### src/rtl/glitch_sequencer.sv
// Single-shot glitch sequencer: loads {delay, width, polarity} from the shift-in block, waits for
// a trigger edge, then drives glitch_out_o. Define GLITCH_SEQ_AUTO_REARM_EN to re-arm after DONE.
module glitch_sequencer #(
   parameter int unsigned CNT_WIDTH = 64,
   parameter int unsigned CFG_WIDTH = 2 * CNT_WIDTH + 1
) (
   input  logic                 clk_i,
   input  logic                 rst_i,
   input  logic [CFG_WIDTH-1:0] cfg_data_i,
   input  logic                 cfg_ready_i,
   output logic                 shift_enable_o,
   input  logic                 arm_i,
   input  logic                 abort_i,
   input  logic                 trigger_i,
   output logic                 glitch_out_o,
   output logic                 busy_o,
   output logic                 done_o,
   output logic [2:0]           state_dbg_o
);

   typedef enum logic [2:0] {
      StIdle  = 3'd0,
      StLoad  = 3'd1,
      StArmed = 3'd2,
      StDelay = 3'd3,
      StPulse = 3'd4,
      StDone  = 3'd5
   } state_e;

   localparam logic [CNT_WIDTH-1:0] CntOne  = {{(CNT_WIDTH-1){1'b0}}, 1'b1};
   localparam logic [CNT_WIDTH-1:0] CntZero = '0;

   state_e               state_q;
   logic                 shift_en_q;
   logic                 busy_q;
   logic                 done_q;
   logic                 glitch_q;
   logic                 pol_q;
   logic [CNT_WIDTH-1:0] delay_q;
   logic [CNT_WIDTH-1:0] width_q;
   logic [CNT_WIDTH-1:0] cnt_q;

   logic                 rdy_s1_q, rdy_s2_q;
   logic                 trig_s1_q, trig_s2_q, trig_s3_q;
   logic                 trig_rise;

   logic [CNT_WIDTH-1:0] cfg_delay;
   logic [CNT_WIDTH-1:0] cfg_width;
   logic                 cfg_pol;

   assign cfg_delay = cfg_data_i[CFG_WIDTH-1 -: CNT_WIDTH];
   assign cfg_width = cfg_data_i[CNT_WIDTH:1];
   assign cfg_pol   = cfg_data_i[0];

   // Two-flop synchronizers; the third trigger flop holds the previous synced level.
   always_ff @(posedge clk_i) begin
      if (rst_i) begin
         rdy_s1_q  <= 1'b0;
         rdy_s2_q  <= 1'b0;
         trig_s1_q <= 1'b0;
         trig_s2_q <= 1'b0;
         trig_s3_q <= 1'b0;
      end else begin
         rdy_s1_q  <= cfg_ready_i;
         rdy_s2_q  <= rdy_s1_q;
         trig_s1_q <= trigger_i;
         trig_s2_q <= trig_s1_q;
         trig_s3_q <= trig_s2_q;
      end
   end

   assign trig_rise = trig_s2_q & ~trig_s3_q;

   always_ff @(posedge clk_i) begin
      if (rst_i) begin
         state_q    <= StIdle;
         shift_en_q <= 1'b0;
         busy_q     <= 1'b0;
         done_q     <= 1'b0;
         glitch_q   <= 1'b0;
         pol_q      <= 1'b1;
         delay_q    <= CntZero;
         width_q    <= CntZero;
         cnt_q      <= CntZero;
      end else begin
         done_q <= 1'b0;
         if (state_q != StIdle && abort_i) begin
            state_q    <= StIdle;
            shift_en_q <= 1'b0;
            busy_q     <= 1'b0;
            glitch_q   <= ~pol_q;
         end else begin
            case (state_q)
               StIdle: begin
                  glitch_q <= ~pol_q;
                  if (arm_i && !abort_i) begin
                     state_q    <= StLoad;
                     shift_en_q <= 1'b1;
                     busy_q     <= 1'b1;
                  end
               end
               StLoad: begin
                  if (rdy_s2_q) begin
                     delay_q    <= cfg_delay;
                     width_q    <= cfg_width;
                     pol_q      <= cfg_pol;
                     glitch_q   <= ~cfg_pol;
                     shift_en_q <= 1'b0;
                     state_q    <= StArmed;
                  end
               end
               StArmed: begin
                  if (trig_rise) begin
                     if (delay_q != CntZero) begin
                        state_q <= StDelay;
                        cnt_q   <= delay_q;
                     end else if (width_q != CntZero) begin
                        state_q  <= StPulse;
                        cnt_q    <= width_q;
                        glitch_q <= pol_q;
                     end else begin
                        state_q <= StDone;
                        done_q  <= 1'b1;
                     end
                  end
               end
               StDelay: begin
                  if (cnt_q == CntOne) begin
                     if (width_q != CntZero) begin
                        state_q  <= StPulse;
                        cnt_q    <= width_q;
                        glitch_q <= pol_q;
                     end else begin
                        state_q <= StDone;
                        done_q  <= 1'b1;
                     end
                  end else begin
                     cnt_q <= cnt_q - CntOne;
                  end
               end
               StPulse: begin
                  if (cnt_q == CntOne) begin
                     state_q  <= StDone;
                     done_q   <= 1'b1;
                     glitch_q <= ~pol_q;
                  end else begin
                     cnt_q <= cnt_q - CntOne;
                  end
               end
               StDone: begin
`ifdef GLITCH_SEQ_AUTO_REARM_EN
                  state_q <= StArmed;
`else
                  state_q <= StIdle;
                  busy_q  <= 1'b0;
`endif
               end
               default: begin
                  state_q    <= StIdle;
                  shift_en_q <= 1'b0;
                  busy_q     <= 1'b0;
                  glitch_q   <= ~pol_q;
               end
            endcase
         end
      end
   end

   assign shift_enable_o = shift_en_q;
   assign glitch_out_o   = glitch_q;
   assign busy_o         = busy_q;
   assign done_o         = done_q;
   assign state_dbg_o    = state_q;

endmodule

### config.mk
export PLATFORM = sky130hd
export DESIGN_NAME = glitch_sequencer
export DESIGN_NICKNAME = d
export VERILOG_FILES = /design/src/rtl/glitch_sequencer.sv
export SDC_FILE = /design/constraint.sdc
export NUM_CORES = 1
export LEC_CHECK = 0
export ABC_AREA = 0
export ABC_CLOCK_PERIOD_IN_PS = 6200
export BUFFER_PORTS_ARGS = -buffer_cell sky130_fd_sc_hd__buf_2
export CELL_PAD_IN_SITES_DETAIL_PLACEMENT = 1
export CELL_PAD_IN_SITES_GLOBAL_PLACEMENT = 1
export CORE_MARGIN = 5
export CORE_UTILIZATION = 25
export CTS_BUF_LIST = sky130_fd_sc_hd__clkbuf_2
export CTS_CLUSTER_SIZE = 16
export DETAILED_ROUTE_END_ITERATION = 10
export PLACE_DENSITY = 0.49
export SLEW_MARGIN = 20
export SYNTH_ARGS = -nofsm -noshare
export SYNTH_HDL_FRONTEND = slang
export SYNTH_SLANG_ARGS = --single-unit
### constraint.sdc
create_clock -name clk_i -period 6.2 [get_ports clk_i]
set_clock_uncertainty 0.15 [all_clocks]
set_input_delay 1.24 -clock clk_i [delete_from_list [all_inputs] [get_ports clk_i]]
set_output_delay 1.24 -clock clk_i [all_outputs]
set_load 0.02 [all_outputs]
==> impl_metrics.json <==
{
  "cts_tree": "yes",
  "ys_seq_elements": 205,
  "nets": 1637,
  "setup-violations-final": 0,
  "area_growth_pct": 17.3,
  "drc": 0,
  "maxCapViolCount": 0,
  "grt_pass1_vias": 11421,
  "synth_area_um2": 10500,
  "synth.distinct_cells": 64,
  "synth_nets": 1518,
  "relSlewSlack": 0.324,
  "fmax_mhz": 231,
  "cp_max_fo": 37,
  "worstMarginPinSlew_ns": 1.01,
  "dp_cells": 1978,
  "cts_root_buf": "clkbuf_2",
  "crit_arrival_ns": 5.05,
  "p_leak_nw": 4.38,
  "row_count": 75,
  "dpl_worst_slack_ns": 1.91,
  "synth-edff-count": 0,
  "drive_above_1_share": 0.217,
  "syn_avg_cell_area_um2": 7.59,
  "antenna_left": 0,
  "hold_viol": 0,
  "slowest_delay_ns": 0.73,
  "clock_latency_ns": 1.05,
  "ioPinCount": 142,
  "die_w_um": 215,
  "power.total_mw": 2.66,
  "clk_pin_slew_worst_paths_ns": 0.10,
  "cp-end-kind": "flop",
  "avgRoutedWirePerCell_um": 22.2,
  "async_reset_ff_frac": 0,
  "rsz0062_at_grt": "no",
  "fin_setup_tns_ns": 0,
  "start_kind": "flop",
  "num_vias": 11020,
  "grt_max_degree": 69,
  "fin_crit_sh": 0.700,
  "antenna_found_initial": 1,
  "grt_pass1_wl_um": 70600,
  "final_area_um2": 12300,
  "slowest_stage": "nor3_1",
  "whs_ns": 0.280,
  "first_pass_iters": 5,
  "status": "finished clean",
  "cts_setup_buffers": 0,
  "via_per_inst": 5.28,
  "powerDensity_nw_per_um2": 217,
  "stdcell_count": 2087,
  "cts_resized": 0,
  "grt_use_total": 0.194,
  "ys_warn_count": 0,
  "hold_buffers": 0,
  "fin_crit_ns": 4.34,
  "die-area_um2": 46100,
  "ys.flop_type": "dfxtp_1",
  "cp_cell_sequence": "nor3_1 -> nor4b_2 -> nand4_1 -> o21ai_2 -> buf_4 -> or2_2 -> buf_4 -> o221ai_2",
  "critPathKind": "reg2reg",
  "numPortBuffers": 141,
  "cpMostUsedCell": "buf_4",
  "dpl-instance-area_um2": 11700,
  "max-vdd-ir-drop_uv": 111,
  "hp-class": "in2reg",
  "die_h_um": 215,
  "fin_util": 0.295,
  "required_ns": 6.92,
  "ys_seq_area_frac": 0.392,
  "overflow": 0,
  "gp_congestion": 0.821,
  "maxSlewViolCount": 0,
  "cts_buffers": 58,
  "wirelength_um": 46300,
  "h-tree-depth": 2,
  "numClockSinks": 205,
  "syn_inst": 1381,
  "cts_max_path_buffers": 3,
  "start_util": 0.252,
  "finalWorstSetupSlack_ns": 1.86,
  "core-area_um2": 41700,
  "dp_hpwl_um": 32900,
  "drt_iter0_drc": 617
}
## per-layer routing
metal	vias to the layer above	share of wire	track usage
met5	-	0	0
met4	0	0.026	0.0631
met3	81	0.045	0.0315
met2	258	0.45	0.307
met1	5380	0.48	0.270
li1	5301	-	-
## synthesized netlist by cell type, drive strengths merged, types with 4 or more instances
cell type	instances	share of area
nand3	12	0.0057
a21o	4	0.0029
or4	4	0.0032
inv	21	0.0075
a32o	15	0.014
a311o	4	0.0038
a211oi	7	0.0050
nor4	62	0.042
a21oi	243	0.12
and2	5	0.0030
o221a	5	0.0054
or2	6	0.0036
a221o	4	0.0038
or3	14	0.0084
nand2	339	0.12
o21ai	23	0.011
o221ai	10	0.014
o2bb2ai	6	0.0050
xor2	4	0.0033
dfxtp	205	0.39
a211o	8	0.0067
nor3	44	0.021
o31ai	5	0.0041
nor2b	9	0.0054
buf	15	0.0097
a31oi	5	0.0030
a22oi	5	0.0036
nor2	64	0.023
clkbuf	93	0.033
o211ai	69	0.064
nand4	20	0.013
a22o	11	0.0092
a32oi	11	0.0092
## final timing paths
path | start | to | cells after the start | slack [ns]
setup / recovery | cnt_q[8] | cnt_q[24] | 8 | 1.86
setup reg to reg | cnt_q[8] | cnt_q[24] | 8 | 1.86
hold reg to reg | glitch_out_o | glitch_out_o | 2 | 0.30
hold / removal | cfg_data_i[82] | delay_q[17] | 3 | 0.28
## critical path, delay by kind of cell, from the launching register on
kind            cells  cell delay [ns]
simple gates        4             2.23
buf+inv             2             1.04
compound gates      2             0.35
flops               1             0.37
## cells in the final DEF, fill, tap and decap left out, types with 10 or more instances in the layout
master      n
nor2_1     63
a22o_1     11
a32oi_1    11
buf_4      23
or3_1      14
o211ai_1   39
o221ai_2   10
nand4_1    19
clkbuf_2   91
o21ai_0    21
a21oi_1   241
inv_1      20
nor3_1     44
clkinv_1   12
nand2_1   339
o211ai_2   30
nand3_1    11
a32o_1     15
nor4_1     55
dfxtp_1   205
buf_2     140
## flip-flops by register name, indices dropped and copies added (netlist names), 3 cells and up
signal and count:
cnt_q 64, delay_q 64, width_q 64, state_dbg_o 3
## final cells by class
cell class	count	area [µm²]
repair buffers	167	968
diodes	1	2.50
fillers	5188	29400
inverters	21	78.8
well taps	539	674
flip-flops and latches	205	4100
clock buffers	91	455
clock inverters	16	87.6
multi-input cells	1047	5920
## cell families (layout without fill, tap and decap cells)
| family | Yosys count | count (layout) | share of synthesized area |
|---|---|---|---|
| xor+xnor | 4 | 4 | 0.00334 |
| compound gates | 444 | 444 | 0.289 |
| mux | 1 | 1 | 0.00107 |
| simple gates | 596 | 596 | 0.262 |
| other cells | 0 | 1 | 0 |
| flops | 205 | 205 | 0.392 |
| fa+ha+maj | 2 | 2 | 0.00239 |
| buf+inv | 129 | 295 | 0.0505 |
## power by group
group | switching [mW] | leakage, nW | total [mW] | internal [mW]
Combinational | 0.180 | 2.30 | 0.250 | 0.0692
Sequential | 0.00961 | 1.65 | 1.33 | 1.32
Clock | 0.650 | 0.423 | 1.08 | 0.430
Total | 0.840 | 4.38 | 2.66 | 1.82
No activity file was read; power rests on OpenSTA's default activity.
